File: config.mk
export PLATFORM = sky130hd
export DESIGN_NAME = user_project_gpio_event_capture
export DESIGN_NICKNAME = d
export VERILOG_FILES = /design/src/rtl/user_project_gpio_event_capture_pkg.sv /design/src/rtl/user_project_gpio_event_capture_fifo.sv /design/src/rtl/user_project_gpio_event_capture.sv
export SDC_FILE = /design/constraint.sdc
export NUM_CORES = 1
export LEC_CHECK = 0
export CORE_MARGIN = 1.5
export CORE_UTILIZATION = 50
export CTS_CLUSTER_DIAMETER = 30
export DETAILED_ROUTE_END_ITERATION = 10
export PLACE_DENSITY = 0.75
export SLEW_MARGIN = 20
export SYNTH_ARGS = -nofsm -noshare
export SYNTH_HDL_FRONTEND = slang
export SYNTH_SLANG_ARGS = --single-unit
File: constraint.sdc
create_clock -name wb_clk_i -period 7.1 [get_ports wb_clk_i]
set_input_delay 1.065 -clock wb_clk_i [delete_from_list [all_inputs] [get_ports wb_clk_i]]
set_output_delay 1.065 -clock wb_clk_i [all_outputs]
set_load 0.05 [all_outputs]
File: src/rtl/user_project_gpio_event_capture_pkg.sv
// Shared definitions for the GPIO event-capture block: Wishbone register
// addresses, STATUS/CTRL/EVENT field positions and the event record layout
// stored in the FIFO ({ts, dir, pin}).
package user_project_gpio_event_capture_pkg;

  localparam int MPRJ_IO_PADS = 38;
  localparam int PIN_W        = 6;
  localparam int TS_MAX_W     = 24;

  localparam logic [31:0] ADDR_MASK_L = 32'h300F_FFD0;
  localparam logic [31:0] ADDR_MASK_H = 32'h300F_FFD4;
  localparam logic [31:0] ADDR_CTRL   = 32'h300F_FFD8;
  localparam logic [31:0] ADDR_STATUS = 32'h300F_FFDC;
  localparam logic [31:0] ADDR_EVENT  = 32'h300F_FFE0;

  localparam int CTRL_RISE_BIT  = 0;
  localparam int CTRL_FALL_BIT  = 1;
  localparam int CTRL_CLEAR_BIT = 2;

  localparam int ST_COUNT_W   = 5;
  localparam int ST_EMPTY_BIT = 5;
  localparam int ST_FULL_BIT  = 6;
  localparam int ST_OVF_BIT   = 7;

  localparam int EV_DIR_BIT = 6;
  localparam int EV_TS_LSB  = 8;

  typedef enum logic [2:0] {
    REG_MASK_L,
    REG_MASK_H,
    REG_CTRL,
    REG_STATUS,
    REG_EVENT,
    REG_NONE
  } reg_sel_e;

  // Event record at full timestamp width; narrower timestamps are zero-extended.
  typedef struct packed {
    logic [TS_MAX_W-1:0] ts;
    logic                dir;
    logic [PIN_W-1:0]    pin;
  } event_t;

  function automatic reg_sel_e decode_addr(input logic [31:0] adr);
    case (adr)
      ADDR_MASK_L: return REG_MASK_L;
      ADDR_MASK_H: return REG_MASK_H;
      ADDR_CTRL:   return REG_CTRL;
      ADDR_STATUS: return REG_STATUS;
      ADDR_EVENT:  return REG_EVENT;
      default:     return REG_NONE;
    endcase
  endfunction

  // EVENT register image: [5:0] pin, [6] dir, [7] 0, [31:8] timestamp.
  function automatic logic [31:0] event_word(input event_t e);
    return {e.ts, 1'b0, e.dir, e.pin};
  endfunction

endpackage

File: src/rtl/user_project_gpio_event_capture_fifo.sv
// gpio_event_fifo: synchronous FIFO of event records with a registered head.
// Ports: clk, rst (sync, active-high), push/pop/clear strobes, wdata record in,
// head (oldest entry, 0 when empty), count, full, empty.
// A push while full is accepted only when a pop happens on the same edge.
module gpio_event_fifo #(
  parameter int DEPTH = 8,
  parameter int WIDTH = 31
) (
  input  logic                       clk,
  input  logic                       rst,
  input  logic                       push,
  input  logic                       pop,
  input  logic                       clear,
  input  logic [WIDTH-1:0]           wdata,
  output logic [WIDTH-1:0]           head,
  output logic [$clog2(DEPTH):0]     count,
  output logic                       full,
  output logic                       empty
);
  localparam int AW = $clog2(DEPTH);

  logic [WIDTH-1:0] mem [DEPTH];
  logic [AW-1:0]    wr_ptr, rd_ptr, rd_nxt;
  logic             do_push, do_pop;

  assign empty   = (count == '0);
  assign full    = (count == (AW+1)'(DEPTH));
  assign do_pop  = pop & ~empty;
  assign do_push = push & (~full | do_pop);
  assign rd_nxt  = rd_ptr + AW'(1);

  always_ff @(posedge clk) begin
    if (rst || clear) begin
      wr_ptr <= '0;
      rd_ptr <= '0;
      count  <= '0;
      head   <= '0;
    end else begin
      if (do_push) wr_ptr <= wr_ptr + AW'(1);
      if (do_pop)  rd_ptr <= rd_nxt;
      case ({do_push, do_pop})
        2'b10:   count <= count + (AW+1)'(1);
        2'b01:   count <= count - (AW+1)'(1);
        default: count <= count;
      endcase
      // Keep head equal to the entry that will be oldest after this edge.
      if (do_pop && count == (AW+1)'(1))
        head <= do_push ? wdata : '0;
      else if (do_pop)
        head <= mem[rd_nxt];
      else if (do_push && empty)
        head <= wdata;
    end
  end

  // Storage carries no reset; validity is tracked by the pointers.
  always_ff @(posedge clk) begin
    if (do_push && !rst && !clear) mem[wr_ptr] <= wdata;
  end

endmodule

File: src/rtl/user_project_gpio_event_capture.sv
// user_project_gpio_event_capture: samples the user pads, detects masked
// rising/falling edges, and queues timestamped events for Wishbone readout.
// Ports: wb_clk_i/wb_rst_i (sync active-high), Wishbone classic slave
// (wbs_cyc_i, wbs_stb_i, wbs_we_i, wbs_sel_i, wbs_adr_i, wbs_dat_i,
// wbs_ack_o, wbs_dat_o), io_in pad inputs, irq (high while events pending).
module user_project_gpio_event_capture
  import user_project_gpio_event_capture_pkg::*;
#(
  parameter int FIFO_DEPTH = 8,
  parameter int TS_WIDTH   = 24
) (
  input  logic                    wb_clk_i,
  input  logic                    wb_rst_i,
  input  logic                    wbs_cyc_i,
  input  logic                    wbs_stb_i,
  input  logic                    wbs_we_i,
  input  logic [3:0]              wbs_sel_i,
  input  logic [31:0]             wbs_adr_i,
  input  logic [31:0]             wbs_dat_i,
  output logic                    wbs_ack_o,
  output logic [31:0]             wbs_dat_o,
  input  logic [MPRJ_IO_PADS-1:0] io_in,
  output logic                    irq
);
  localparam int REC_W = TS_WIDTH + 1 + PIN_W;
  localparam int CNT_W = $clog2(FIFO_DEPTH) + 1;

  logic [MPRJ_IO_PADS-1:0] s1, s2, s3;
  logic [MPRJ_IO_PADS-1:0] pend_rise, pend_fall;
  logic [MPRJ_IO_PADS-1:0] rise_det, fall_det, clr_rise, clr_fall, push_onehot, mask;
  logic [31:0]             mask_l;
  logic [5:0]              mask_h;
  logic                    rise_en, fall_en, ovf, ovf_set, ovf_clr;
  logic [TS_WIDTH-1:0]     ts_q;

  reg_sel_e                rsel;
  logic                    req, wr, rd, clear, pop;
  logic [31:0]             rdata;

  logic [REC_W-1:0]        head, push_rec;
  logic [CNT_W-1:0]        count;
  logic                    full, empty;
  logic                    any_pend, push_dir, push_ok;
  logic [PIN_W-1:0]        push_pin;
  event_t                  head_evt;

  // Wishbone decode
  assign rsel    = decode_addr(wbs_adr_i);
  assign req     = wbs_cyc_i & wbs_stb_i & ~wbs_ack_o & (rsel != REG_NONE);
  assign wr      = req & wbs_we_i;
  assign rd      = req & ~wbs_we_i;
  assign clear   = wr & (rsel == REG_CTRL) & wbs_sel_i[0] & wbs_dat_i[CTRL_CLEAR_BIT];
  assign ovf_clr = wr & (rsel == REG_STATUS) & wbs_sel_i[0] & wbs_dat_i[ST_OVF_BIT];
  assign pop     = rd & (rsel == REG_EVENT) & ~empty;

  // Edge detection on the synchronised s2/s3 pair
  assign mask     = {mask_h, mask_l};
  assign rise_det = s2 & ~s3 & mask & {MPRJ_IO_PADS{rise_en}};
  assign fall_det = ~s2 & s3 & mask & {MPRJ_IO_PADS{fall_en}};
  // A new edge landing on an already-pending bit merges two events into one.
  assign ovf_set  = (|(rise_det & pend_rise)) | (|(fall_det & pend_fall));

  // Push arbiter: lowest pin wins, rise before fall within a pin
  always_comb begin
    any_pend = 1'b0;
    push_pin = '0;
    push_dir = 1'b0;
    for (int p = MPRJ_IO_PADS - 1; p >= 0; p--) begin
      if (pend_rise[p] || pend_fall[p]) begin
        any_pend = 1'b1;
        push_pin = PIN_W'(p);
        push_dir = pend_rise[p];
      end
    end
  end

  assign push_ok     = any_pend & (~full | pop) & ~clear;
  assign push_rec    = {ts_q, push_dir, push_pin};
  assign push_onehot = {{(MPRJ_IO_PADS-1){1'b0}}, 1'b1} << push_pin;
  assign clr_rise    = push_onehot & {MPRJ_IO_PADS{push_ok &  push_dir}};
  assign clr_fall    = push_onehot & {MPRJ_IO_PADS{push_ok & ~push_dir}};

  always_comb begin
    head_evt     = '0;
    head_evt.pin = head[PIN_W-1:0];
    head_evt.dir = head[PIN_W];
    head_evt.ts  = TS_MAX_W'(head[REC_W-1:PIN_W+1]);
  end

  always_comb begin
    rdata = '0;
    case (rsel)
      REG_MASK_L: rdata = mask_l;
      REG_MASK_H: rdata = {26'd0, mask_h};
      REG_CTRL:   rdata = {30'd0, fall_en, rise_en};
      REG_STATUS: rdata = {24'd0, ovf, full, empty, ST_COUNT_W'(count)};
      REG_EVENT:  rdata = empty ? '0 : event_word(head_evt);
      default:    rdata = '0;
    endcase
  end

  // Sync chain, pending state, timestamp and register file
  always_ff @(posedge wb_clk_i) begin
    if (wb_rst_i) begin
      s1        <= '0;
      s2        <= '0;
      s3        <= '0;
      pend_rise <= '0;
      pend_fall <= '0;
      ovf       <= 1'b0;
      ts_q      <= '0;
      mask_l    <= '0;
      mask_h    <= '0;
      rise_en   <= 1'b0;
      fall_en   <= 1'b0;
      wbs_ack_o <= 1'b0;
      wbs_dat_o <= '0;
    end else begin
      s1        <= io_in;
      s2        <= s1;
      s3        <= s2;
      ts_q      <= ts_q + TS_WIDTH'(1);
      wbs_ack_o <= req;
      wbs_dat_o <= rd ? rdata : '0;

      if (wr && rsel == REG_MASK_L) begin
        for (int b = 0; b < 4; b++)
          if (wbs_sel_i[b]) mask_l[b*8 +: 8] <= wbs_dat_i[b*8 +: 8];
      end
      if (wr && rsel == REG_MASK_H && wbs_sel_i[0]) mask_h <= wbs_dat_i[5:0];
      if (wr && rsel == REG_CTRL && wbs_sel_i[0]) begin
        rise_en <= wbs_dat_i[CTRL_RISE_BIT];
        fall_en <= wbs_dat_i[CTRL_FALL_BIT];
      end

      if (clear) begin
        pend_rise <= '0;
        pend_fall <= '0;
        ovf       <= 1'b0;
      end else begin
        pend_rise <= (pend_rise & ~clr_rise) | rise_det;
        pend_fall <= (pend_fall & ~clr_fall) | fall_det;
        if (ovf_set)      ovf <= 1'b1;
        else if (ovf_clr) ovf <= 1'b0;
      end
    end
  end

  gpio_event_fifo #(
    .DEPTH (FIFO_DEPTH),
    .WIDTH (REC_W)
  ) u_fifo (
    .clk   (wb_clk_i),
    .rst   (wb_rst_i),
    .push  (push_ok),
    .pop   (pop),
    .clear (clear),
    .wdata (push_rec),
    .head  (head),
    .count (count),
    .full  (full),
    .empty (empty)
  );

  assign irq = ~empty;

endmodule

==> tab_implementation.tex <==
\begin{tabular}{lr}
\hline
Metric & Value \\
\hline
\multicolumn{2}{l}{\textbf{Status}} \\
Status & finished, final reports clean \\
\multicolumn{2}{l}{\textbf{Floorplanning}} \\
Vert. Die Dim & 218 µm \\
Full die area & 0.0477 mm² \\
DIE WIDTH & 218 µm \\
Total I/O pin count & 145 \\
Area of the core & 0.0456 mm² \\
Starting Density & 0.509 \\
Number of rows in the core area & 78 \\
\multicolumn{2}{l}{\textbf{Critical path}} \\
Crit. path cell count & 10 \\
Critical path class & in -> reg \\
Series of cell instances along the critical path & clkdlybuf4s50\_1 -> nand4bb\_1 -> nor4\_2 -> nand2\_2 -> nor4\_2 -> buf\_4 -> and3\_1 -> nand2\_1 -> nand2\_1 -> a21oi\_1 \\
Critical-path maximum fanout & 32 \\
Endpoint class of the critical path & flop \\
Crit-path leading delay family & simple AND/OR/NAND/NOR gates \\
Buffer and inverter count on the worst path & 2 \\
Worst Reg2Reg Path Length in Cells & 9 \\
Data arrival time of the critical path & 4.82 ns \\
Worst setup SP type & input pin \\
Worst path required time & 7.59 ns \\
Slowest cell delay on critical path & 0.98 ns \\
Slowest CP cell & sky130\_fd\_sc\_hd\_\_and3\_1 \\
\multicolumn{2}{l}{\textbf{Power}} \\
Pwr Total & 8.95 mW \\
Lkg Pwr & 9.99 nW \\
Clock power frac & 0.595 \\
Net switching component of the power & 1.91 mW \\
Net Sw Frac & 0.214 \\
Combinational power share & 0.015 \\
Pint & 7.04 mW \\
Power Dens Cells & 307 mW/mm² \\
Largest vdd supply drop & 0.000271 V \\
Share of power burned in registers & 0.390 \\
\multicolumn{2}{l}{\textbf{Synth}} \\
Proportion of netlist area held by the largest area contributor & 0.321 \\
Portion of the post-synthesis area used by sequential elements & 0.605 \\
Flop and latch count out of synthesis & 577 \\
Post-synth EDFFs & 248 \\
Synthesized netlist cell count & 1948 \\
Count of distinct cell types in the synthesized netlist & 89 \\
Area leader, netlist & sky130\_fd\_sc\_hd\_\_edfxtp\_1 \\
Top flip-flop cell by instance count after synthesis & sky130\_fd\_sc\_hd\_\_dfxtp\_1 \\
Number of nets produced by synthesis & 2066 \\
Syn Area/Cell & 11.9 µm² \\
Ys async rst share & 0 \\
Cell area after technology mapping & 0.0232 mm² \\
Synth top area cells & sky130\_fd\_sc\_hd\_\_edfxtp\_1 (32\%), sky130\_fd\_sc\_hd\_\_dfxtp\_1 (28\%), sky130\_fd\_sc\_hd\_\_mux4\_2 (6.0\%) \\
Number of warnings issued by yosys & 0 \\
\multicolumn{2}{l}{\textbf{Finish}} \\
Antenna diode instance count & 0 \\
Synth-to-Final Area Change & 25.7\% \\
Net total in the final layout & 2247 \\
Filler Cells Inserted & 3337 \\
Share of final-layout standard cells stronger than drive strength 1 & 0.154 \\
\multicolumn{2}{l}{\textbf{STA}} \\
Summed negative setup slack over all endpoints & 0 ns \\
Minimum clock period & 4.34 ns \\
Final critical-path share of the clock period & 0.611 \\
Final worst hold slack & 0.426 ns \\
Number of pins with negative max-slew slack in the final report & 0 \\
Worst Clk Skew & 0.0424 ns \\
Post-route worst setup slack & 2.76 ns \\
Worst max-slew margin expressed relative to the limit & 0.242 \\
Slew at the pin closest to its max-slew limit & 1.14 ns \\
Setup repair after global routing missed its margin & false \\
Number of failing hold endpoints at the final stage & 0 \\
Final setup violation count & 0 \\
Highest Clock Rate & 231 MHz \\
\multicolumn{2}{l}{\textbf{Place}} \\
Final RePlAce weighted congestion & 0.943 \\
Port buffer count & 144 \\
Post-Place Setup Slack & 2.11 ns \\
HPWL Detailed & 44.8 mm \\
\multicolumn{2}{l}{\textbf{Worst hold path}} \\
Cell depth of the worst hold path & 1 \\
Worst hold-check path type & reg -> reg \\
\multicolumn{2}{l}{\textbf{Global route}} \\
Number of global-route vias before repair & 16900 \\
Wire length of the first global-routing pass & 104 mm \\
Pin count of the biggest net entering global routing & 97 \\
Number of antenna violations at the first check in global routing & 1 \\
GRT Overall Usage & 0.291 \\
Leftover overflow at the end of global routing & 0 \\
\multicolumn{2}{l}{\textbf{Routing}} \\
DRT Wirelength & 69.2 mm \\
Starting DRC count in detailed routing & 2110 \\
Drt wl/cell & 24.5 µm \\
Post-detailed-route via-to-cell ratio & 6.12 \\
Routed via count & 17300 \\
Final antenna-violating net count & 0 \\
Drt drc & 0 \\
TritonRoute pass-1 iters & 6 \\
\multicolumn{2}{l}{\textbf{Clocking}} \\
Worst-path clk slew & 0.05 ns \\
Buffer depth of the longest clock path & 3 \\
Hold Buf Count CTS & 0 \\
TritonCTS clock tree & done \\
Number of buffers created by CTS & 108 \\
Master cell of the clock root buffer & sky130\_fd\_sc\_hd\_\_clkbuf\_16 \\
Total of cells resized after clock tree synthesis & 0 \\
Htree depth & 3 \\
Count of clock tree sinks & 577 \\
Post-CTS setup buffer count & 0 \\
Clk\_lat worst skew & 0.66 ns \\
\multicolumn{2}{l}{\textbf{Flow run}} \\
Max-capacitance violation count & 0 \\
\hline
\end{tabular}
area by class of cell:
type | instances | area, µm² | share of cell area
Tap cell | 600 | 751 | 0.0257
Sequential cell | 577 | 14000 | 0.481
Clock buffer | 126 | 2960 | 0.101
Multi-Input combinational cell | 1220 | 8630 | 0.296
Timing Repair Buffer | 169 | 1650 | 0.0566
Inverter | 53 | 199 | 0.00682
Clock inverter | 79 | 937 | 0.0321
worst paths after layout:
check,slack [ns],startpoint,to
min reg2reg,0.43,s1[12],s2[12]
min,0.43,s1[12],s2[12]
max,2.76,wbs_adr_i[0],mask_l[30]
max reg2reg,3.13,pend_rise[12],u_fifo.mem[5][17]
cells in the final DEF (no fill, tap or decap), types with 7 or more instances in the layout:
cell type / netlist / final
sky130_fd_sc_hd__a211oi_1: 9 / 9
sky130_fd_sc_hd__a21oi_1: 167 / 166
sky130_fd_sc_hd__a21oi_2: 11 / 11
sky130_fd_sc_hd__a22oi_1: 32 / 32
sky130_fd_sc_hd__a31oi_1: 9 / 9
sky130_fd_sc_hd__and3_1: 10 / 10
sky130_fd_sc_hd__and4b_1: 34 / 34
sky130_fd_sc_hd__buf_4: 2 / 24
sky130_fd_sc_hd__bufinv_16: 0 / 13
sky130_fd_sc_hd__clkbuf_16: 0 / 113
sky130_fd_sc_hd__clkbuf_8: 0 / 8
sky130_fd_sc_hd__clkdlybuf4s50_1: 0 / 143
sky130_fd_sc_hd__clkinv_2: 0 / 16
sky130_fd_sc_hd__clkinv_4: 0 / 11
sky130_fd_sc_hd__clkinvlp_4: 0 / 17
sky130_fd_sc_hd__dfxtp_1: 329 / 327
sky130_fd_sc_hd__edfxtp_1: 248 / 248
sky130_fd_sc_hd__inv_1: 52 / 52
sky130_fd_sc_hd__inv_6: 0 / 13
sky130_fd_sc_hd__mux2_2: 9 / 9
sky130_fd_sc_hd__mux2i_1: 38 / 38
sky130_fd_sc_hd__mux4_2: 62 / 62
sky130_fd_sc_hd__nand2_1: 89 / 89
sky130_fd_sc_hd__nand2b_1: 9 / 9
sky130_fd_sc_hd__nand3_1: 49 / 49
sky130_fd_sc_hd__nand4_1: 13 / 13
sky130_fd_sc_hd__nand4b_1: 50 / 50
sky130_fd_sc_hd__nor2_1: 165 / 161
sky130_fd_sc_hd__nor2b_1: 122 / 122
sky130_fd_sc_hd__nor3_1: 34 / 32
sky130_fd_sc_hd__nor4_1: 30 / 26
sky130_fd_sc_hd__nor4_2: 3 / 7
sky130_fd_sc_hd__o21a_1: 11 / 11
sky130_fd_sc_hd__o21ai_0: 93 / 93
sky130_fd_sc_hd__o22ai_1: 13 / 13
sky130_fd_sc_hd__o31ai_1: 14 / 14
sky130_fd_sc_hd__or3_1: 11 / 11
sky130_fd_sc_hd__xnor2_1: 9 / 9
sky130_fd_sc_hd__xor2_1: 19 / 18
stage by stage:
| step | instances | instance area [µm²] | util |
|---|---|---|---|
| floorplan | 1948 | 23200 | - |
| global placement | 2618 | 25200 | 0.554 |
| detailed placement | 2618 | 25200 | 0.554 |
| CTS | 2823 | 29100 | 0.639 |
| global route | 2824 | 29200 | 0.640 |
| finish | 2824 | 29200 | 0.640 |
power by group through the flow:
stage | Clock, mW | Sequential, mW | Combinational (mW)
floorplan | 0 | 3.54 | 0.0546
global placement | 0 | 3.55 | 0.133
detailed placement | 0 | 3.55 | 0.135
CTS | 5.36 | 3.49 | 0.136
global route | 5.54 | 3.49 | 0.144
finish | 5.33 | 3.49 | 0.136
synth_stat cells, drive strengths merged (5+ instances only):
cell type  number
and4b          34
mux2            9
nor4           34
edfxtp        248
inv            53
o21a           12
buf            28
o21ai         101
nand3          50
and3           10
dfxtp         329
or3            11
xor2           19
nand2b          9
and2            5
ha              7
o31ai          14
xnor2           9
nand2          90
mux4           62
o211ai          6
a21oi         178
mux2i          38
a31oi           9
a211oi          9
nor2          165
clkbuf         70
nand4          13
nand4b         50
a22oi          32
nor3           35
o22ai          13
nor2b         122
flip-flops by register name, summed over array words and instances, names as in the netlist:
name / cells
u_fifo.count: 4
s1: 38
rise_en: 1
pend_fall: 38
s3: 38
mask_h: 6
wbs_ack_o: 1
mask_l: 32
u_fifo.rd_ptr: 3
ts_q: 24
pend_rise: 38
s2: 38
ovf: 1
u_fifo.mem: 248
fall_en: 1
wbs_dat_o: 32
u_fifo.head: 31
u_fifo.wr_ptr: 3
metal layers:
metal,track usage,part of all wire
met5,0,0
met4,0.114,0.029
met3,0.0562,0.091
met2,0.444,0.46
met1,0.410,0.42
cell families (layout without fill, tap and decap cells):
logic type                 count (synthesis)  in the layout  share of synthesized area
AOI/OAI and AO/OA                        419            419                      0.110
DFF                                      577            577                      0.605
muxes                                    109            109                     0.0810
xor gates and xnor gates                  28             28                     0.0106
adders and majority gates                  7              7                    0.00378
buffers and inverters                    151            427                     0.0271
and+or+nand+nor                          657            657                      0.162
Power figures use the tool's default switching activity.
==> RTL change 1, RTL diff (same settings) <==
Set the parameter `TS_WIDTH` to 12 (it was 24).
--- a/src/rtl/user_project_gpio_event_capture.sv
+++ b/src/rtl/user_project_gpio_event_capture.sv
@@ -7,7 +7,7 @@
   import user_project_gpio_event_capture_pkg::*;
 #(
   parameter int FIFO_DEPTH = 8,
-  parameter int TS_WIDTH   = 24
+  parameter int TS_WIDTH   = 12
 ) (
   input  logic                    wb_clk_i,
   input  logic                    wb_rst_i,
Check against the original RTL: no difference found for any inputs over 4 cycles, from zero or initial values and one cycle with wb_rst_i high; that may be too few to reach the edited logic, so the function may still have changed.
==> RTL change 1 against the original RTL <==
Via count fell by 7.8%. Largest power group unchanged. Design area fell by 17%. Highest routed layer is now met5. Worst setup slack got worse by 770 ps. Sequential cell count decreased by 120. Power down 23%. Wire length fell by 5.7%. Critical path type unchanged. Die area down 17%. Synthesized area is 17% lower.
==> RTL change 1: results (changes against the original RTL) <==
arrival_ps: 5380  # +560 ps
status: "complete, no violations"
p_total_mw: 6.87  # -23%
grt_pass1_wl_mm: 95.6  # -7.7%
skew_ps: 32.0  # -10.4 ps
max-vdd-ir-drop_mv: 0.199  # -27%
drt-total-wl_mm: 65.3  # -5.7%
syn-num-nets: 1874  # -9.3%
power_frac_clock: 0.582  # -0.013
min_from: "s1[30]$_SDFF_PP0_"
synth_cell_types: 75  # -16%
via_per_inst: 6.37  # +4.0%
seq_area_frac_synth: 0.555  # -0.0501
synth-compound-area-share: 0.129  # +0.0184
fin_hold_ws_ps: 433  # +6.72 ps
cp_max_fo: 16  # -50%
worst_pin_slew_ps: 1060  # -74.9 ps
drive_gt1_frac: 0.131  # -0.0224
grt_use_total: 0.332  # +0.0411
r2r_end: "pend_rise[23]$_SDFF_PP0_"
antenna_found_initial: 6  # +5
first_iter_violations: 2364  # +12%
insertion_delay_ps: 630  # -30 ps
synth_area_leaders: "dfxtp_1, edfxtp_1, mux4_2"
synth_mux_area_frac: 0.0617  # -0.0193
fill_cells: 2896  # -13%
nNetsFinal: 2034  # -9.5%
p_sw_mw: 1.61  # -16%
synth_xor_area_frac: 0.00820  # -0.00237
grt_max_degree: 92  # -5.2%
p_comb_mw: 0.132  # -3%
p_leak_nw: 8.45  # -15%
drtPass1Iterations: 7  # +1
numCtsBuffers: 85  # -21%
pre_cts_ws_ps: 1420  # -684 ps
synth_edf_count: 152  # -39%
RTL change 1: stage by stage:
stage	cells	cell area (um^2)
3_5_place_dp	2340	21200
5_1_grt	2503	24100
3_3_place_gp	2340	21200
6_report	2503	24100
2_1_floorplan	1756	19200
4_1_cts	2498	24100
RTL change 1: final cells by class:
class,instances,area share
clock buffer,92,0.0906
timing repair buffer,170,0.0680
inverter,37,0.00587
antenna,5,0.000519
tap,511,0.0265
multi-input combinational,1165,0.336
sequential,457,0.443
clock inverter,66,0.0290
RTL change 1: per-layer routing:
layer  track usage  vias up  share of wire
met3        0.0768      152           0.11
met2         0.502      937           0.45
li1              -     7037              -
met5             0        -        0.00020
met4         0.139        2          0.035
met1         0.459     7813           0.41
RTL change 1: worst max-delay path by stage:
stage                       startpoint                     endpoint  slack (ps)  cells past startpoint
after floorplan           wbs_adr_i[3]   u_fifo.mem[0][0]$_DFFE_PP_        1490                     12
after global placement    wbs_adr_i[3]   u_fifo.mem[7][9]$_DFFE_PP_        1690                     10
after detailed placement  wbs_adr_i[3]   u_fifo.mem[7][4]$_DFFE_PP_        1420                     10
after CTS                 wbs_adr_i[3]  u_fifo.mem[7][10]$_DFFE_PP_        1970                     10
after global routing      wbs_adr_i[3]  u_fifo.mem[2][12]$_DFFE_PP_        1790                     11
final                     wbs_adr_i[3]  u_fifo.mem[2][12]$_DFFE_PP_        2000                     11
RTL change 1: critical path, stage by stage:
cell             delay, ps
clkdlybuf4s50_1        630
or4b_1                 740
a211oi_1               260
or3b_1                 590
o31ai_1                300
and2b_1                440
inv_4                  150
nor2_1                 170
nand2_1                220
nor3_2                 410
buf_4                  370
==> RTL change 2, RTL diff (config.mk and constraints unchanged) <==
Made on the original files. Reset style: asynchronous (`wb_rst_i`), changed in one clocked block.
--- a/src/rtl/user_project_gpio_event_capture.sv
+++ b/src/rtl/user_project_gpio_event_capture.sv
@@ -100,7 +100,7 @@
   end
 
   // Sync chain, pending state, timestamp and register file
-  always_ff @(posedge wb_clk_i) begin
+  always_ff @(posedge wb_clk_i or posedge wb_rst_i) begin
     if (wb_rst_i) begin
       s1        <= '0;
       s2        <= '0;
Behaviour: differs if wb_rst_i is asserted again (counterexample within 4 cycles, from zero or initial values and one cycle with wb_rst_i high); with wb_rst_i held inactive, the same outputs for 4 cycles.
==> RTL change 2 against the original RTL <==
Via count shrank 2.6%. Worst setup slack about the same. Sequential cell count stayed put. Largest cell class unchanged. Wire length rose by 1.5%. Power down 4.3%. Cell count is 7.0% lower. Design area up 1.8%. Synthesized area increased by 2.8%. Synthesized cell count is 11% lower.
==> RTL change 2: results (changes against the original RTL) <==
grt_pass1_wl_mm: 106  # +2.0%
met2_usage: 0.428  # -0.0159
synth-compound-area-share: 0.112  # +0.00218
relSlewSlack: 0.134  # -0.107
skew_ps: 33.4  # -9.00 ps
dpl_cell_area_um2: 26000  # +3.1%
grt_max_degree: 187  # +93%
use_met1: 0.394  # -0.0157
cp_max_fo: 31  # -3.1%
instances_no_fill: 2626  # -7.0%
status: "complete, no violations"
syn-num-nets: 1843  # -11%
pre_cts_ws_ps: 2270  # +163 ps
async_reset_ff_frac: 0.499  # +0.499
synth_cell_types: 78  # -12%
numCtsBuffers: 104  # -3.7%
synth_ff_type: "dfrtp_1"
p_leak_nw: 11.9  # +19%
synth_cells: 1725  # -11%
nNetsFinal: 2046  # -8.9%
seq_area_frac_synth: 0.649  # +0.0442
gp_congestion: 0.983  # +4.3%
r2r_start: "pend_rise[5]$_DFF_PP0_"
min_from: "s1[2]$_DFF_PP0_"
dr_wl_met3_mm: 7.10  # +12%
met1_length_mm: 28.8  # -1.2%
drtPass1Iterations: 7  # +1
arrival_ps: 4600  # -220 ps
fin_hold_ws_ps: 338  # -88.1 ps
first_iter_violations: 2097  # -0.62%
synth_mux_area_frac: 0.0821  # +0.00113
synth_area_leaders: "edfxtp_1, dfrtp_1, mux4_2"
hold_depth: 0  # -1
synth_fa_ha_area_frac: 0.00367  # -0.000101
detail_route.wl_per_cell_um: 26.8  # +9.1%
r2r_end: "pend_fall[26]$_DFF_PP0_"
synth_xor_area_frac: 0.0118  # +0.00119
holdPathEnd: "s2[2]$_DFF_PP0_"
place_inst: 2425  # -7.4%
drive_gt1_frac: 0.183  # +0.0290
wl_met2_mm: 31.4  # -1.1%
RTL change 2: cell count changes after synthesis, moves of 29 or more:
| cell | before | now |
|---|---|---|
| o21ai_1 | 6 | 36 |
| o21ai_0 | 93 | 60 |
| mux2i_1 | 38 | 2 |
| dfrtp_1 | 0 | 288 |
| mux2_2 | 9 | 48 |
| nor2_1 | 165 | 82 |
| dfxtp_1 | 329 | 41 |
| nor2b_1 | 122 | 6 |
| a22o_1 | 4 | 35 |
| and4b_1 | 34 | 71 |
| inv_1 | 52 | 23 |
RTL change 2: cell type report:
cell class	count	area, um^2
Fill cell	3324	17100
Timing Repair Buffer	172	1740
Clock inverter	69	671
Clock buffer	128	2910
Tap cell	607	759
Inverter	24	93.8
Multi-Input combinational cell	1049	8050
Sequential cell	577	15500
RTL change 2: worst max-delay path by stage:
stage                           start                          end  slack (ps)  cells past startpoint
2_1_floorplan                wb_rst_i   u_fifo.mem[6][0]$_DFFE_PP_         410                      3
6_report                 wbs_adr_i[2]  u_fifo.mem[6][29]$_DFFE_PP_        2760                      6
3_5_place_dp             wbs_adr_i[2]  u_fifo.mem[2][25]$_DFFE_PP_        2270                      6
3_3_place_gp            wbs_adr_i[30]  u_fifo.mem[3][19]$_DFFE_PP_        2430                      7
5_1_grt        pend_fall[9]$_DFF_PP0_      pend_fall[26]$_DFF_PP0_        2610                      7
4_1_cts                  wbs_adr_i[2]   u_fifo.mem[2][6]$_DFFE_PP_        2920                      6
RTL change 2: critical path, stage by stage:
cell and delay (ps):
clkdlybuf4s50_1 590, nor4b_1 610, a41oi_1 430, a211oi_2 640, nand2b_1 330, nor2_4 910
RTL change 2: where the power goes:
part | switching, mW | internal (mW)
sequential | 0.0222 | 3.50
clock | 1.81 | 3.10
combinational | 0.0665 | 0.0711
total | 1.89 | 6.67
